File: src/rtl/block_map.sv
// ============================================================================
// Module   : block_map
// Purpose  : 16x13 brick-field store for breakout. Clears the brick hit by the
//            ball (divider-free pixel-to-index), at most one per frame, and
//            tracks the remaining brick count.
// Options  : BLOCK_MAP_SCORE_EN builds a saturating 10-bit score counter.
// Revision : 1.0 - initial release
// ============================================================================
`default_nettype none

module block_map #(
  parameter int           BLOCK_X0     = 60,
  parameter int           BLOCK_Y0     = 40,
  parameter int           BLOCK_W      = 40,
  parameter int           BLOCK_H      = 8,
  parameter logic [207:0] INIT_PATTERN = {208{1'b1}}
) (
  input  logic         clk,
  input  logic         nRst,
  input  logic         frame_pulse,
  input  logic         collision,
  input  logic [9:0]   hpos,
  input  logic [8:0]   vpos,
  input  logic         reload,
  output logic [207:0] block_state,
  output logic [7:0]   remaining,
  output logic         all_cleared,
  output logic         hit,
  output logic         busy,
  output logic [9:0]   score
);

  localparam int NUM_COLS = 13;
  localparam int NUM_ROWS = 16;

  function automatic logic [7:0] popcount(input logic [207:0] v);
    int n;
    n = 0;
    for (int i = 0; i < 208; i++) begin
      if (v[i]) n++;
    end
    return 8'(n);
  endfunction

  localparam logic [7:0]  INIT_COUNT = popcount(INIT_PATTERN);
  localparam logic [10:0] X_LO       = 11'(BLOCK_X0);
  localparam logic [10:0] X_HI       = 11'(BLOCK_X0 + NUM_COLS * BLOCK_W);
  localparam logic [9:0]  Y_LO       = 10'(BLOCK_Y0);
  localparam logic [9:0]  Y_HI       = 10'(BLOCK_Y0 + NUM_ROWS * BLOCK_H);
  localparam logic [9:0]  W_STEP     = 10'(BLOCK_W);
  localparam logic [8:0]  H_STEP     = 9'(BLOCK_H);

  typedef enum logic [2:0] {
    IDLE  = 3'd0,
    DIVX  = 3'd1,
    DIVY  = 3'd2,
    CLEAR = 3'd3,
    DONE  = 3'd4
  } state_t;

  state_t      state;
  state_t      state_d;
  logic [9:0]  x;
  logic [8:0]  y;
  logic [3:0]  col;
  logic [3:0]  row;
  logic        frame_pend;
  logic        reload_pend;
  logic        in_range;
  logic        accept;
  logic        restore;
  logic        clr;
  logic [7:0]  idx;

  assign in_range = ({1'b0, hpos} >= X_LO) && ({1'b0, hpos} < X_HI) &&
                    ({1'b0, vpos} >= Y_LO) && ({1'b0, vpos} < Y_HI);
  assign accept   = (state == IDLE) && collision && in_range;
  // A pending reload takes effect on the frame strobe and aborts any work.
  assign restore  = frame_pulse && reload_pend;
  assign idx      = 8'(row) * 8'd13 + 8'(col);
  assign clr      = (state == CLEAR) && !restore && block_state[idx];

  always_ff @(posedge clk or negedge nRst) begin
    if (!nRst) state <= IDLE;
    else       state <= state_d;
  end

  always_comb begin
    state_d = state;
    busy    = 1'b0;
    case (state)
      IDLE:  if (accept) state_d = DIVX;
      DIVX: begin
        busy = 1'b1;
        if (x < W_STEP) state_d = DIVY;
      end
      DIVY: begin
        busy = 1'b1;
        if (y < H_STEP) state_d = CLEAR;
      end
      CLEAR: begin
        busy    = 1'b1;
        state_d = DONE;
      end
      DONE:    if (frame_pulse || frame_pend) state_d = IDLE;
      default: state_d = IDLE;
    endcase
    if (restore) state_d = IDLE;
  end

  // Repeated-subtraction divide: one quotient step per clock.
  always_ff @(posedge clk or negedge nRst) begin
    if (!nRst) begin
      x   <= '0;
      y   <= '0;
      col <= '0;
      row <= '0;
    end else if (accept) begin
      x   <= hpos - X_LO[9:0];
      y   <= vpos - Y_LO[8:0];
      col <= '0;
      row <= '0;
    end else if (state == DIVX && x >= W_STEP) begin
      x   <= x - W_STEP;
      col <= col + 4'd1;
    end else if (state == DIVY && y >= H_STEP) begin
      y   <= y - H_STEP;
      row <= row + 4'd1;
    end
  end

  always_ff @(posedge clk or negedge nRst) begin
    if (!nRst) begin
      frame_pend  <= 1'b0;
      reload_pend <= 1'b0;
    end else begin
      // A frame strobe seen mid-operation releases DONE without waiting.
      if (restore || state == DONE)  frame_pend <= 1'b0;
      else if (frame_pulse && busy)  frame_pend <= 1'b1;

      if (restore)     reload_pend <= 1'b0;
      else if (reload) reload_pend <= 1'b1;
    end
  end

  always_ff @(posedge clk or negedge nRst) begin
    if (!nRst) begin
      block_state <= INIT_PATTERN;
      remaining   <= INIT_COUNT;
      all_cleared <= (INIT_COUNT == 8'd0);
      hit         <= 1'b0;
    end else begin
      hit         <= clr;
      all_cleared <= (remaining == 8'd0);
      if (restore) begin
        block_state <= INIT_PATTERN;
        remaining   <= INIT_COUNT;
      end else if (clr) begin
        block_state[idx] <= 1'b0;
        remaining        <= remaining - 8'd1;
      end
    end
  end

`ifdef BLOCK_MAP_SCORE_EN
  logic [9:0] score_cnt;

  always_ff @(posedge clk or negedge nRst) begin
    if (!nRst)                             score_cnt <= '0;
    else if (clr && score_cnt != 10'h3FF)  score_cnt <= score_cnt + 10'd1;
  end

  assign score = score_cnt;
`else
  assign score = '0;
`endif

endmodule

`default_nettype wire

File: config.mk
export PLATFORM = sky130hd
export DESIGN_NAME = block_map
export DESIGN_NICKNAME = d
export VERILOG_FILES = /design/src/rtl/block_map.sv
export SDC_FILE = /design/constraint.sdc
export NUM_CORES = 1
export LEC_CHECK = 0
export ABC_AREA = 1
export BUFFER_PORTS_ARGS = -buffer_cell sky130_fd_sc_hd__buf_2
export CAP_MARGIN = 20
export CORE_MARGIN = 3
export CORE_UTILIZATION = 50
export CTS_CLUSTER_DIAMETER = 200
export CTS_CLUSTER_SIZE = 20
export DETAILED_ROUTE_END_ITERATION = 10
export PLACE_DENSITY = 0.83
export RECOVER_POWER = 50
export SLEW_MARGIN = 20
export SYNTH_ARGS = -nofsm -noshare
export SYNTH_HDL_FRONTEND = slang
export SYNTH_SLANG_ARGS = --single-unit
File: constraint.sdc
create_clock -name clk -period 6.04 [get_ports clk]
set_clock_uncertainty 0.05 [all_clocks]
set_input_delay 0.906 -clock clk [delete_from_list [all_inputs] [get_ports clk]]
set_output_delay 0.906 -clock clk [all_outputs]
set_load 0.1 [all_outputs]
Word-level counts from Yosys, hierarchy flattened
Cells that the tools add are included.

storage, ports and cells
  register bits = 250
  bits in latches = 0
  RAM bits = 0
  memory bits (read-only) = 0
  bits of input ports = 24
  output and inout bits = 229
  logic and storage cells = 95
  memories kept = 0

operators by class
  $add $sub $neg = 8
  multipliers = 1
  divide/modulo/power cells = 0
  order comparisons = 10
  equality and inequality tests = 9
  shifts and indexed selects = 0
  multiplexer cells = 29
  bitwise gates (word level) = 2
  reduce and logical (&&, ||, !) cells = 25

operators with widths
  cell                                                                                  number
  208-bit two-way mux                                                                   2
  208-bit bitwise AND                                                                   1
  208-bit inverter                                                                      1
  9-bit two-way mux                                                                     3
  10-bit by 6-bit greater-or-equal comparator with 1-bit output, second input constant  2
  10-bit two-way mux                                                                    2
  4-bit two-way mux                                                                     5
  10-bit by 6-bit subtractor with 10-bit output, second input constant                  2
  8-bit two-way mux                                                                     2
  3-bit two-way mux                                                                     5
  3-bit case mux with 5 select lines                                                    1
  1-bit logical AND                                                                     12
  3-bit != test, second input constant                                                  4
  10-bit less-than comparator, second input constant                                    1
  10-bit by 6-bit less-than comparator with 1-bit output, second input constant         1
  2-bit nonzero test                                                                    5
  9-bit by 4-bit greater-or-equal comparator with 1-bit output, second input constant   1
  9-bit by 6-bit greater-or-equal comparator with 1-bit output, second input constant   1
  8-bit by 9-bit less-than comparator with 1-bit output, second input constant          1
  9-bit by 4-bit less-than comparator with 1-bit output, second input constant          1
  9-bit by 8-bit less-than comparator with 1-bit output, second input constant          1
  9-bit by 4-bit subtractor with 9-bit output, second input constant                    1
  9-bit by 6-bit subtractor with 9-bit output, second input constant                    1
  4-bit by 1-bit adder with 4-bit output, second input constant                         2
  18 further kinds                                                                      26

Depth between registers and ports, before layout
  depth after elaboration = 10
  gate-level depth with buffers = 23
  mapped depth without buffers = 21

Worst setup path before layout
No wires, ideal clock.

  path kind = register to register
  start = register row[0]
  end = register block_state[0]
  setup time = 0.063 ns
  arrival time = 3.525 ns
  required time = 5.927 ns
  path slack = 2.402 ns
  stages on the path, launching flop included = 21
  buffers on the path = 4
  clock period less this slack = 3.638 ns
  cells stage by stage = dfrtp_1 -> ha_1 -> ha_1 -> fa_1 -> ha_1 -> buf_2 -> xor2_1 -> nor2_1 -> buf_2 -> nand2_1 -> nand2_1 -> o21ai_1 -> nand2_1 -> o21ai_1 -> nand2_1 -> nor2_4 -> buf_4 -> buf_4 -> nand2_1 -> nand2_1 -> nand2_1

between the ends
  word-level cells in the longest chain between the ends = 10
  elaborated cells on any way between the ends = 15
  those cells by class = 1 x add/sub; 1 x mul; 2 x order compare; 6 x mux; 2 x bitwise; 3 x reduce/logical

ends and longest elaborated chain
  element                                                                                                                                                      RTL line  source
  start, declared                                                                                                                                              66        logic [3:0] row;
  start signal, assigned                                                                                                                                       128       row <= row + 4'd1;
  4-bit by 4-bit multiplier with 8-bit output *                                                                                                                80        assign idx = 8'(row) * 8'd13 + 8'(col);
  8-bit by 4-bit adder with 8-bit output *                                                                                                                     80
  8-bit by 9-bit less-than comparator with 1-bit output (implied by the code) or 8-bit by 1-bit greater-or-equal comparator with 1-bit output (tied branches)  159       block_state[idx] <= 1'b0;
  1-bit logical AND (implied by the code)                                                                                                                      159
  1-bit two-way mux (implied by the code)                                                                                                                      159
  1-bit demux with 8-bit select                                                                                                                                159
  208-bit inverter (no source line)                                                                                                                            n/a
  208-bit bitwise AND (no source line)                                                                                                                         n/a
  208-bit two-way mux                                                                                                                                          158       end else if (clr) begin
  208-bit two-way mux                                                                                                                                          155       if (restore) begin
  end signal, assigned                                                                                                                                         148       block_state <= INIT_PATTERN;
  end signal, assigned                                                                                                                                         156       block_state <= INIT_PATTERN;
  end signal, assigned by index                                                                                                                                159
  end, declared                                                                                                                                                25        output logic [207:0] block_state,

Mark *: on every way between the ends. The rest lies on a longest branch, timed or not. The select of a mux whose other input is x is not followed.
A chain may end at the register's enable or synchronous reset.

Worst setup path in the final report
  start = register row[0]
  end = register block_state[181]

Same word-level chain as after synthesis.

==> summary.md <==
| Metric | Value |
|---|---|
| Post-synth EDFFs | `0` |
| Register area | `6440 um2` |
| Full die area | `31200 um2` |
| Async S/R FF share, synth | `100%` |
| Post-synth top area cell | `dfstp_2` |
| Grt ovf | `0` |
| Clock Tree Root | `clkbuf_16` |
| P per Cell Area | `573 nW/um2` |
| Clk slew on worst S/H paths | `0.09 ns` |
| Unique masters post-synth | `36` |
| Multi-input gate area | `6980 um2` |
| CTS Hold Bufs | `0` |
| Max_cap viols | `2` |
| Slew Limit Fails | `250` |
| R2r worst-path depth | `19` |
| Clk network pwr share | `11.9%` |
| Pin count of the biggest net entering global routing | `128` |
| Critical hold path startpoint | `block_state[98]$_DFFE_PN1P_` |
| Delay of the slowest critical-path stage | `0.86 ns` |
| RSZ-0062 raised after global routing | `false` |
| Share of Yosys cell area claimed by the top area cell type | `38.0%` |
| DRC | `0` |
| Die height | `177 um` |
| Layout Area Growth over Synthesis | `10.8%` |
| Setup crit start kind | `flip-flop` |
| Via Count | `14400` |
| Detailed Route WL | `46.2 mm` |
| Clk buf depth | `3` |
| Sequential share of the synthesized area | `44.2%` |
| Hold Crit Class | `reg -> reg` |
| Switch Pwr | `5.87 mW` |
| Pint | `3.38 mW` |
| All-Layer GR Usage | `28.4%` |
| Flops & latches, synth | `247` |
| F_max | `0.179 GHz` |
| Worst-Margin Slew | `3.21 ns` |
| Fin util | `57.2%` |
| Post-synth top cells | `nand2_1 (1052), nor2_1 (360), dfstp_2 (211)` |
| Top FF cell, synth | `dfstp_2` |
| Worst hold slack | `0.419 ns` |
| Final setup vio count | `0` |
| Final hold violations | `0` |
| Routability cong. | `0.870` |
| Share of power burned in registers | `21.5%` |
| Layout Cells excl Fill | `2719` |
| Vias in the first global route | `13300` |
| Min cycle time layout | `5.60 ns` |
| Combinational cell fraction of total power | `66.6%` |
| Worst path cell trace | `ha_1 > ha_1 > fa_1 > ha_1 > xnor2_1 > nor2_2 > o21ai_0 > nand2_1 > nor2_1 > nand2_1 > nand2_1 > nand2_1 > inv_1 > nand2_1 > nor2_4 > buf_4 > nand2_1 > nand2_1 > nand2_1` |
| Setup TNS Final | `0 ns` |
| I/O pins | `253` |
| Avg WL per Cell | `17.0 um` |
| Worst EP required | `6.39 ns` |
| CP Class | `reg -> reg` |
| Starting Density | `51.6%` |
| Violated checks | `max-capacitance violations, max-slew violations` |
| Outcome | `finished, violations left` |
| Sw Ratio | `63.4%` |
| Reg-to-Reg Start | `row[0]$_DFFE_PN0P_` |
| Final worst path period share | `92.7%` |
| Buffers on Ports | `240` |
| Row count | `61` |
| Detail Route Antenna Nets | `0` |
| DP HPWL | `29.6 mm` |
| CTS Buf Count | `16` |
| CTS tree | `built` |
| Top-count cell post-synth | `nand2_1` |
| Synthesized area | `14600 um2` |
| ANT cells | `0` |
| Relative slew slack | `-114%` |
| Placed insts | `2698` |
| Critical Path Sink Type | `flip-flop` |
| Largest delay share family, worst path | `simple AND/OR/NAND/NOR gates` |
| Register-to-register setup slack | `0.44 ns` |
| Crit-path max FO | `99` |
| Synth top area cells | `dfstp_2 (38%), nand2_1 (27%), nor2_1 (9.3%)` |
| Filler cells | `2775` |
| CP dominant cell by count | `nand2_1` |
| Worst vdd ir | `602 uV` |
| Min-Delay Path Depth | `2` |
| Hold Path End | `block_state[98]$_DFFE_PN1P_` |
| Share of cells above drive strength 1 | `17.0%` |
| CP max stage cell | `buf_4` |
| Initial antenna violation count | `0` |
| Core area | `28200 um2` |
| Post-CTS Resized | `0` |
| Syn avg cell area | `6.69 um2` |
| CP bufs+invs | `2` |
| DR pass1 iterations | `8` |
| Final nets | `2393` |
| Vias per inst | `5.31` |
| Clk sink count | `247` |
| Reg-to-Reg End | `block_state[181]$_DFFE_PN1P_` |
| Worst skew pair latency | `0.51 ns` |
| H-tree depth | `1` |
| P_leak | `8.67 nW` |
| Post-CTS setup buffer count | `0` |
| Die W | `177 um` |
| Post-Syn Instances | `2181` |
| DRT iter0 DRCs | `1866` |
| First-pass GRT wire length | `71.0 mm` |
| Critical Path AT | `5.94 ns` |
| Synth Warn # | `0` |
## layout make-up
| class | count | area share, % |
|---|---|---|
| clock buffer | 20 | 2.70 |
| sequential | 247 | 39.9 |
| tap | 378 | 2.93 |
| clock inverter | 1 | 0.101 |
| multi-input combinational | 1662 | 43.2 |
| timing repair buffer | 259 | 7.58 |
| inverter | 152 | 3.53 |
## routing by layer
layer	wire, um	share of wire, %	up-vias	GRT usage (%)
li1	-	-	6851	-
met1	18500	40	6736	38.0
met2	21500	46	735	46.8
met5	0	0	-	0
met4	1490	3.2	0	8.84
met3	4790	10	111	5.64
## placed cells by master, fill, tap and decap left out, drive strengths merged
| cell | instances |
|---|---|
| a21oi | 15 |
| a221oi | 1 |
| a22o | 1 |
| a22oi | 1 |
| a31oi | 3 |
| a32o | 1 |
| buf | 151 |
| clkbuf | 128 |
| clkinv | 1 |
| conb | 10 |
| dfrtp | 36 |
| dfstp | 211 |
| fa | 2 |
| ha | 29 |
| inv | 152 |
| nand2 | 1052 |
| nand3 | 28 |
| nand3b | 3 |
| nand4 | 11 |
| nor2 | 361 |
| nor3 | 7 |
| nor4 | 1 |
| o211ai | 5 |
| o21a | 1 |
| o21ai | 95 |
| o21bai | 6 |
| o221ai | 1 |
| o22ai | 1 |
| o31ai | 1 |
| or2 | 8 |
| xnor2 | 6 |
| xor2 | 12 |
## state kept, by name, summed over array words and instances (netlist names)
signal,flops
frame_pend,1
block_state,208
y,9
col,4
reload_pend,1
hit,1
all_cleared,1
state,3
remaining,8
row,4
x,7
## worst max-delay path by stage
| stage | startpoint | to | cells past startpoint |
|---|---|---|---|
| finish | row[0]$_DFFE_PN0P_ | block_state[181]$_DFFE_PN1P_ | 19 |
| global route | row[0]$_DFFE_PN0P_ | block_state[162]$_DFFE_PN1P_ | 19 |
| CTS | row[0]$_DFFE_PN0P_ | block_state[183]$_DFFE_PN1P_ | 19 |
| detailed placement | row[0]$_DFFE_PN0P_ | block_state[183]$_DFFE_PN1P_ | 19 |
| global placement | row[0]$_DFFE_PN0P_ | block_state[190]$_DFFE_PN1P_ | 19 |
| floorplan | row[0]$_DFFE_PN0P_ | block_state[0]$_DFFE_PN1P_ | 20 |
## power groups by stage
stage	registers [mW]	clock network, mW	logic [mW]
2_1_floorplan	2.42	0	3.47
3_3_place_gp	2.00	0	5.88
3_5_place_dp	2.01	0	5.97
4_1_cts	1.98	1.12	5.99
5_1_grt	2.01	1.18	6.52
6_report	1.99	1.10	6.16
## through the flow
stage | setup slack [ns] | cell area, um2 | total power [mW]
floorplan | 2.40 | 14600 | 5.89
detailed placement | 0.637 | 15800 | 7.98
CTS | 0.628 | 16300 | 9.10
finish | 0.442 | 16100 | 9.25
global placement | 0.844 | 15800 | 7.88
global route | 0.0715 | 16100 | 9.71
## worst register-to-register path, stage by stage, from the launching register on
cell	delay [ns]
dfrtp_1	0.48
ha_1	0.37
ha_1	0.30
fa_1	0.46
ha_1	0.42
xnor2_1	0.41
nor2_2	0.32
o21ai_0	0.17
nand2_1	0.07
nor2_1	0.17
nand2_1	0.09
nand2_1	0.10
nand2_1	0.08
inv_1	0.07
nand2_1	0.09
nor2_4	0.56
buf_4	0.88
nand2_1	0.24
nand2_1	0.11
nand2_1	0.06
## kinds of logic after synthesis
group | count (synthesis) | share of synthesized area (%)
flops | 247 | 44.2
fa+ha+maj | 31 | 2.76
compound gates | 132 | 4.92
buf+inv | 281 | 8.37
xor+xnor | 18 | 1.08
other cells | 1 | 0.0257
simple gates | 1471 | 38.6
(Power assumes the default switching activity.)
